`src/rtl/tdelay_meter_pkg.sv`:
```
// Shared types and default sizing for the trigger-to-target delay meter.
package tdelay_meter_pkg;

   typedef enum logic [1:0] {
      IDLE      = 2'd0,
      WAIT_TRIG = 2'd1,
      WAIT_TARG = 2'd2,
      DONE      = 2'd3
   } state_t;

   localparam int DEF_CNT_W       = 16;
   localparam int DEF_SYNC_STAGES = 2;

endpackage

```
`src/rtl/tdelay_meter_sync_edge_det.sv`:
```
// Multi-stage synchroniser for an asynchronous input followed by a
// previous-value register that yields single-cycle rise/fall strobes.
module sync_edge_det
   import tdelay_meter_pkg::*;
#(
   parameter int SYNC_STAGES = DEF_SYNC_STAGES
) (
   input  logic clk,
   input  logic rst,
   input  logic din,
   output logic rise,
   output logic fall
);

   logic [SYNC_STAGES-1:0] sync_q;
   logic                   prev_q;

   always_ff @(posedge clk or posedge rst) begin
      if (rst) begin
         sync_q <= '0;
         prev_q <= 1'b0;
      end else begin
         sync_q <= {sync_q[SYNC_STAGES-2:0], din};
         prev_q <= sync_q[SYNC_STAGES-1];
      end
   end

   assign rise = sync_q[SYNC_STAGES-1] & ~prev_q;
   assign fall = ~sync_q[SYNC_STAGES-1] & prev_q;

endmodule

```
`src/rtl/tdelay_meter.sv`:
```
// Measures clk cycles from a selected trigger edge to a selected target edge.
// Optional TDELAY_METER_TIMEOUT_EN ends a measurement when the counter saturates.
module tdelay_meter
   import tdelay_meter_pkg::*;
#(
   parameter int CNT_W       = DEF_CNT_W,
   parameter int SYNC_STAGES = DEF_SYNC_STAGES
) (
   input  logic             clk,
   input  logic             rst,
   input  logic             start_i,
   input  logic             trig_fall_i,
   input  logic             targ_rise_i,
   input  logic             trig_i,
   input  logic             targ_i,
   output logic             busy_o,
   output logic             done_o,
   output logic [CNT_W-1:0] delay_o,
   output logic             timeout_o
);

   localparam logic [CNT_W-1:0] CNT_MAX = '1;

   function automatic logic [CNT_W-1:0] sat_inc(input logic [CNT_W-1:0] v);
      return (v == CNT_MAX) ? v : v + 1'b1;
   endfunction

   state_t           state;
   logic [CNT_W-1:0] cnt;
   logic             trig_fall_q;
   logic             targ_rise_q;
   logic             trig_rise_s, trig_fall_s;
   logic             targ_rise_s, targ_fall_s;
   logic             trig_edge, targ_edge;
   logic [CNT_W-1:0] cnt_next;

   // Identical synchroniser depth on both paths so their latency cancels.
   sync_edge_det #(.SYNC_STAGES(SYNC_STAGES)) u_trig (
      .clk (clk),
      .rst (rst),
      .din (trig_i),
      .rise(trig_rise_s),
      .fall(trig_fall_s)
   );

   sync_edge_det #(.SYNC_STAGES(SYNC_STAGES)) u_targ (
      .clk (clk),
      .rst (rst),
      .din (targ_i),
      .rise(targ_rise_s),
      .fall(targ_fall_s)
   );

   assign trig_edge = trig_fall_q ? trig_fall_s : trig_rise_s;
   assign targ_edge = targ_rise_q ? targ_rise_s : targ_fall_s;
   assign cnt_next  = sat_inc(cnt);

   always_ff @(posedge clk or posedge rst) begin
      if (rst) begin
         state       <= IDLE;
         cnt         <= '0;
         trig_fall_q <= 1'b0;
         targ_rise_q <= 1'b0;
         busy_o      <= 1'b0;
         done_o      <= 1'b0;
         delay_o     <= '0;
         timeout_o   <= 1'b0;
      end else begin
         done_o <= 1'b0;
         case (state)
            IDLE: begin
               if (start_i) begin
                  trig_fall_q <= trig_fall_i;
                  targ_rise_q <= targ_rise_i;
                  cnt         <= '0;
                  delay_o     <= '0;
                  timeout_o   <= 1'b0;
                  busy_o      <= 1'b1;
                  state       <= WAIT_TRIG;
               end
            end
            WAIT_TRIG: begin
               if (trig_edge) begin
                  cnt   <= '0;
                  state <= WAIT_TARG;
               end
            end
            // cnt holds k-1 during cycle k after trigger detection.
            WAIT_TARG: begin
               if (targ_edge) begin
                  delay_o <= cnt_next;
                  busy_o  <= 1'b0;
                  done_o  <= 1'b1;
                  state   <= DONE;
`ifdef TDELAY_METER_TIMEOUT_EN
               end else if (cnt_next == CNT_MAX) begin
                  delay_o   <= CNT_MAX;
                  timeout_o <= 1'b1;
                  busy_o    <= 1'b0;
                  done_o    <= 1'b1;
                  state     <= DONE;
`endif
               end else begin
                  cnt <= cnt_next;
               end
            end
            DONE: begin
               state <= IDLE;
            end
            default: begin
               state <= IDLE;
            end
         endcase
      end
   end

endmodule

```
`config.mk`:
```
export PLATFORM = sky130hd
export DESIGN_NAME = tdelay_meter
export DESIGN_NICKNAME = d
export VERILOG_FILES = /design/src/rtl/tdelay_meter_pkg.sv /design/src/rtl/tdelay_meter_sync_edge_det.sv /design/src/rtl/tdelay_meter.sv
export SDC_FILE = /design/constraint.sdc
export NUM_CORES = 1
export LEC_CHECK = 0
export ABC_AREA = 1
export ABC_CLOCK_PERIOD_IN_PS = 1590
export CAP_MARGIN = 20
export CORE_ASPECT_RATIO = 0.75
export CORE_MARGIN = 8
export CORE_UTILIZATION = 45
export CTS_CLUSTER_SIZE = 12
export DETAILED_ROUTE_END_ITERATION = 10
export GPL_ROUTABILITY_DRIVEN = 0
export PLACE_DENSITY = 0.69
export SYNTH_ARGS = -nofsm -noshare
export SYNTH_HDL_FRONTEND = slang
export SYNTH_SLANG_ARGS = --single-unit
```
`constraint.sdc`:
```
create_clock -name clk -period 1.59 [get_ports clk]
set_input_delay 0.477 -clock clk [delete_from_list [all_inputs] [get_ports clk]]
set_output_delay 0.477 -clock clk [all_outputs]
set_load 0.03 [all_outputs]
```
==> run_results.csv <==
group,metric,value,unit
grt,overflow,0,
cells_and_area,antenna_cells,0,
setup_path,setup.worst_path.end_class,"output port",
placed_design,place_area,2770,um^2
cells_and_area,utilization,58.91,%
clock_tree,clk_latency,290,ps
timing,fin_crit,1533,ps
placed_design,numPortBuffers,24,
yosys,synth.area.top_cells,"dfrtp_1 47%, nand2_1 14%, nand3_1 8.7%, inv_1 4.3%, nand3_2 4.3%",
yosys,synth.top_cells.by_count,"89 x nand2_1, 44 x dfrtp_1, 41 x nand3_1",
flow_run,max-cap-violations,0,
setup_path,reg2reg_slack,70,ps
route,drt-wirelength-per-cell,13.36,um
floorplanning,die_x,99.40,um
cells_and_area,postLayoutCellArea,2919,um^2
yosys,syn-cell-area,2347,um^2
power_and_ir_drop,fin_total_pwr,3648,uW
floorplanning,std_cell_rows,22,
timing,fin_skew,4.863,ps
yosys,ys_seq_elements,44,
route,wl,5279,um
yosys,async_flop_share,100.0,%
timing,layout_setup_ws,57.43,ps
grt,track_usage,14.21,%
clock_tree,cts_tree,"done",
power_and_ir_drop,pwr_density_cell,1250,nW/um^2
setup_path,arrival,1060,ps
setup_path,crit_buf_inv,1,
clock_tree,cts_root_buf,"clkbuf_8",
cells_and_area,fin_nets,346,
setup_path,crit_chain,"dlygate4sd2_1",
yosys,synth_top_cell_by_area,"dfrtp_1",
grt,grt_pass1_wl,9011,um
clock_tree,clk_pin_slew_worst_paths,80,ps
setup_path,crit_slowest_cell,"dlygate4sd2_1",
yosys,synth_area_per_cell,7.984,um^2
floorplanning,ioPinCount,26,
clock_tree,cts.hold.buffers_added,0,
route,drc,0,
clock_tree,cts_buffers,5,
timing,finalSetupViolCount,0,
run_status,outcome,"finished, final reports clean",
setup_path,crit_required,1110,ps
route,ant_nets,0,
route,via_count,1996,
timing,hold_viol,0,
timing,rsz0062_at_grt,"yes",
yosys,post_synth_num_cell_types,27,
yosys,synthFlopType,"dfrtp_1",
power_and_ir_drop,peakVddDrop,0.9019,mV
setup_path,worst_setup_path_start_kind,"flip-flop",
yosys,yosysWarnings,0,
setup_path,cpPeakStageDelay,410,ps
grt,first_global_vias,1892,
floorplanning,initial_core_util,47.37,%
clock_tree,ctsHtreeMaxLevel,2,
floorplanning,die_h,78.55,um
yosys,seq_area_frac_synth,46.91,%
yosys,synth_top_area_share,46.91,%
yosys,syn_nets,306,
timing,tns,0,ps
placed_design,post-dp-hpwl,3859,um
timing,period_share,96.39,%
power_and_ir_drop,leakage,0.001538,uW
route,drt_pass1_iterations,4,
setup_path,path_max_fanout,2,
cells_and_area,num-fill-cells,455,
cells_and_area,area_growth,24.36,%
clock_tree,cts_sinks,44,
yosys,synth_cells,294,
grt,grt_max_degree,45,
setup_path,critical-path-top-delay-family,"buffers and inverters",
placed_design,pre_cts_slack,-215.0,ps
floorplanning,coreArea,4955,um^2
worst_hold_path,hold_path_class,"reg2reg",
yosys,yosysMostFrequentCell,"nand2_1",
grt,antenna_found_initial,0,
timing,fmax,652.5,MHz
cells_and_area,drive_gt1_share,20.60,%
clock_tree,clock_path_buffers,2,
yosys,synth_edf_count,0,
floorplanning,die-area,7807,um^2
route,drt_iter0_drc,100,
setup_path,worstSetupPathType,"reg2out",
route,viasPerCell,5.053,
timing,maxSlewViolCount,0,
-- report_power, final --
group          switching [uW]  internal, uW
logic                    1090           535
registers                78.5          1240
clock network             354           355
-- per-stage QoR --
step                hold WS (ps)  instances
floorplan                  331.2        294
global placement           333.1        386
detailed placement         335.8        386
CTS                        354.0        394
global route               369.1        395
finish                     350.0        395
-- worst paths after layout --
check | from | endpoint | cells past startpoint
worst max-delay path | delay_o[9] | delay_o[9] | 1
worst min-delay path | u_targ.sync_q[0] | u_targ.sync_q[1] | 0
worst max register to register | cnt[0] | delay_o[10] | 10
worst min register to register | u_targ.sync_q[0] | u_targ.sync_q[1] | 0
max in group asynchronous | rst | cnt[4] | 3
min in group asynchronous | rst | delay_o[13] | 3
-- kinds of logic (layout without fill, tap and decap cells) --
kind of cell               count (synthesis)  after routing  share of synthesized area [%]
and+or+nand+nor                          178            178                          36.03
DFF                                       44             44                          46.91
xor gates and xnor gates                   4              4                          1.493
other                                      1              1                         0.1598
AOI/OAI and AO/OA                         20             20                          4.691
adders and majority gates                  5              5                          2.665
buffers and inverters                     42             83                          8.049
-- cells in the final DEF, fill, tap and decap left out, types with 3 or more instances in the layout --
cell,n
a21oi_1,3
buf_12,3
buf_4,16
clkbuf_8,6
clkdlybuf4s50_1,6
dfrtp_1,43
dlygate4sd2_1,18
inv_1,26
nand2_1,84
nand2_2,10
nand3_1,39
nand3_2,12
nand4_1,4
nor2_1,17
nor2_2,5
o21ai_0,9
o21ai_1,4
o21ai_2,3
-- layout make-up --
type | count | area, um^2 | area share [%]
multi-input combinational | 208 | 1119 | 38.32
sequential | 44 | 1102 | 37.76
timing repair buffer | 44 | 409.1 | 14.02
inverter | 31 | 123.9 | 4.243
clock buffer | 8 | 90.09 | 3.086
tap | 60 | 75.07 | 2.572
-- timing repair --
action,4_1_cts,5_1_grt
pin swaps,0,1
setup endpoints to repair,35,33
setup buffers,0,1
resized for setup,22,22
-- registers in the layout, summed over array words and instances, names as in the netlist --
register	flops
cnt	16
delay_o	16
state	2
u_targ.sync_q	2
u_trig.sync_q	2
busy_o	1
done_o	1
targ_rise_q	1
trig_fall_q	1
u_targ.prev_q	1
u_trig.prev_q	1
-- routing by layer --
layer / vias up / global-route usage (%) / wire (um) / part of all wire (%)
met5: - / 0 / 0 / 0
met4: 0 / 3.313 / 17 / 0.32
met3: 2 / 4.493 / 452 / 8.6
met2: 60 / 19.60 / 2128 / 40
met1: 920 / 20.80 / 2681 / 51
li1: 1014 / - / - / -
No activity file was read; power rests on OpenSTA's default activity.
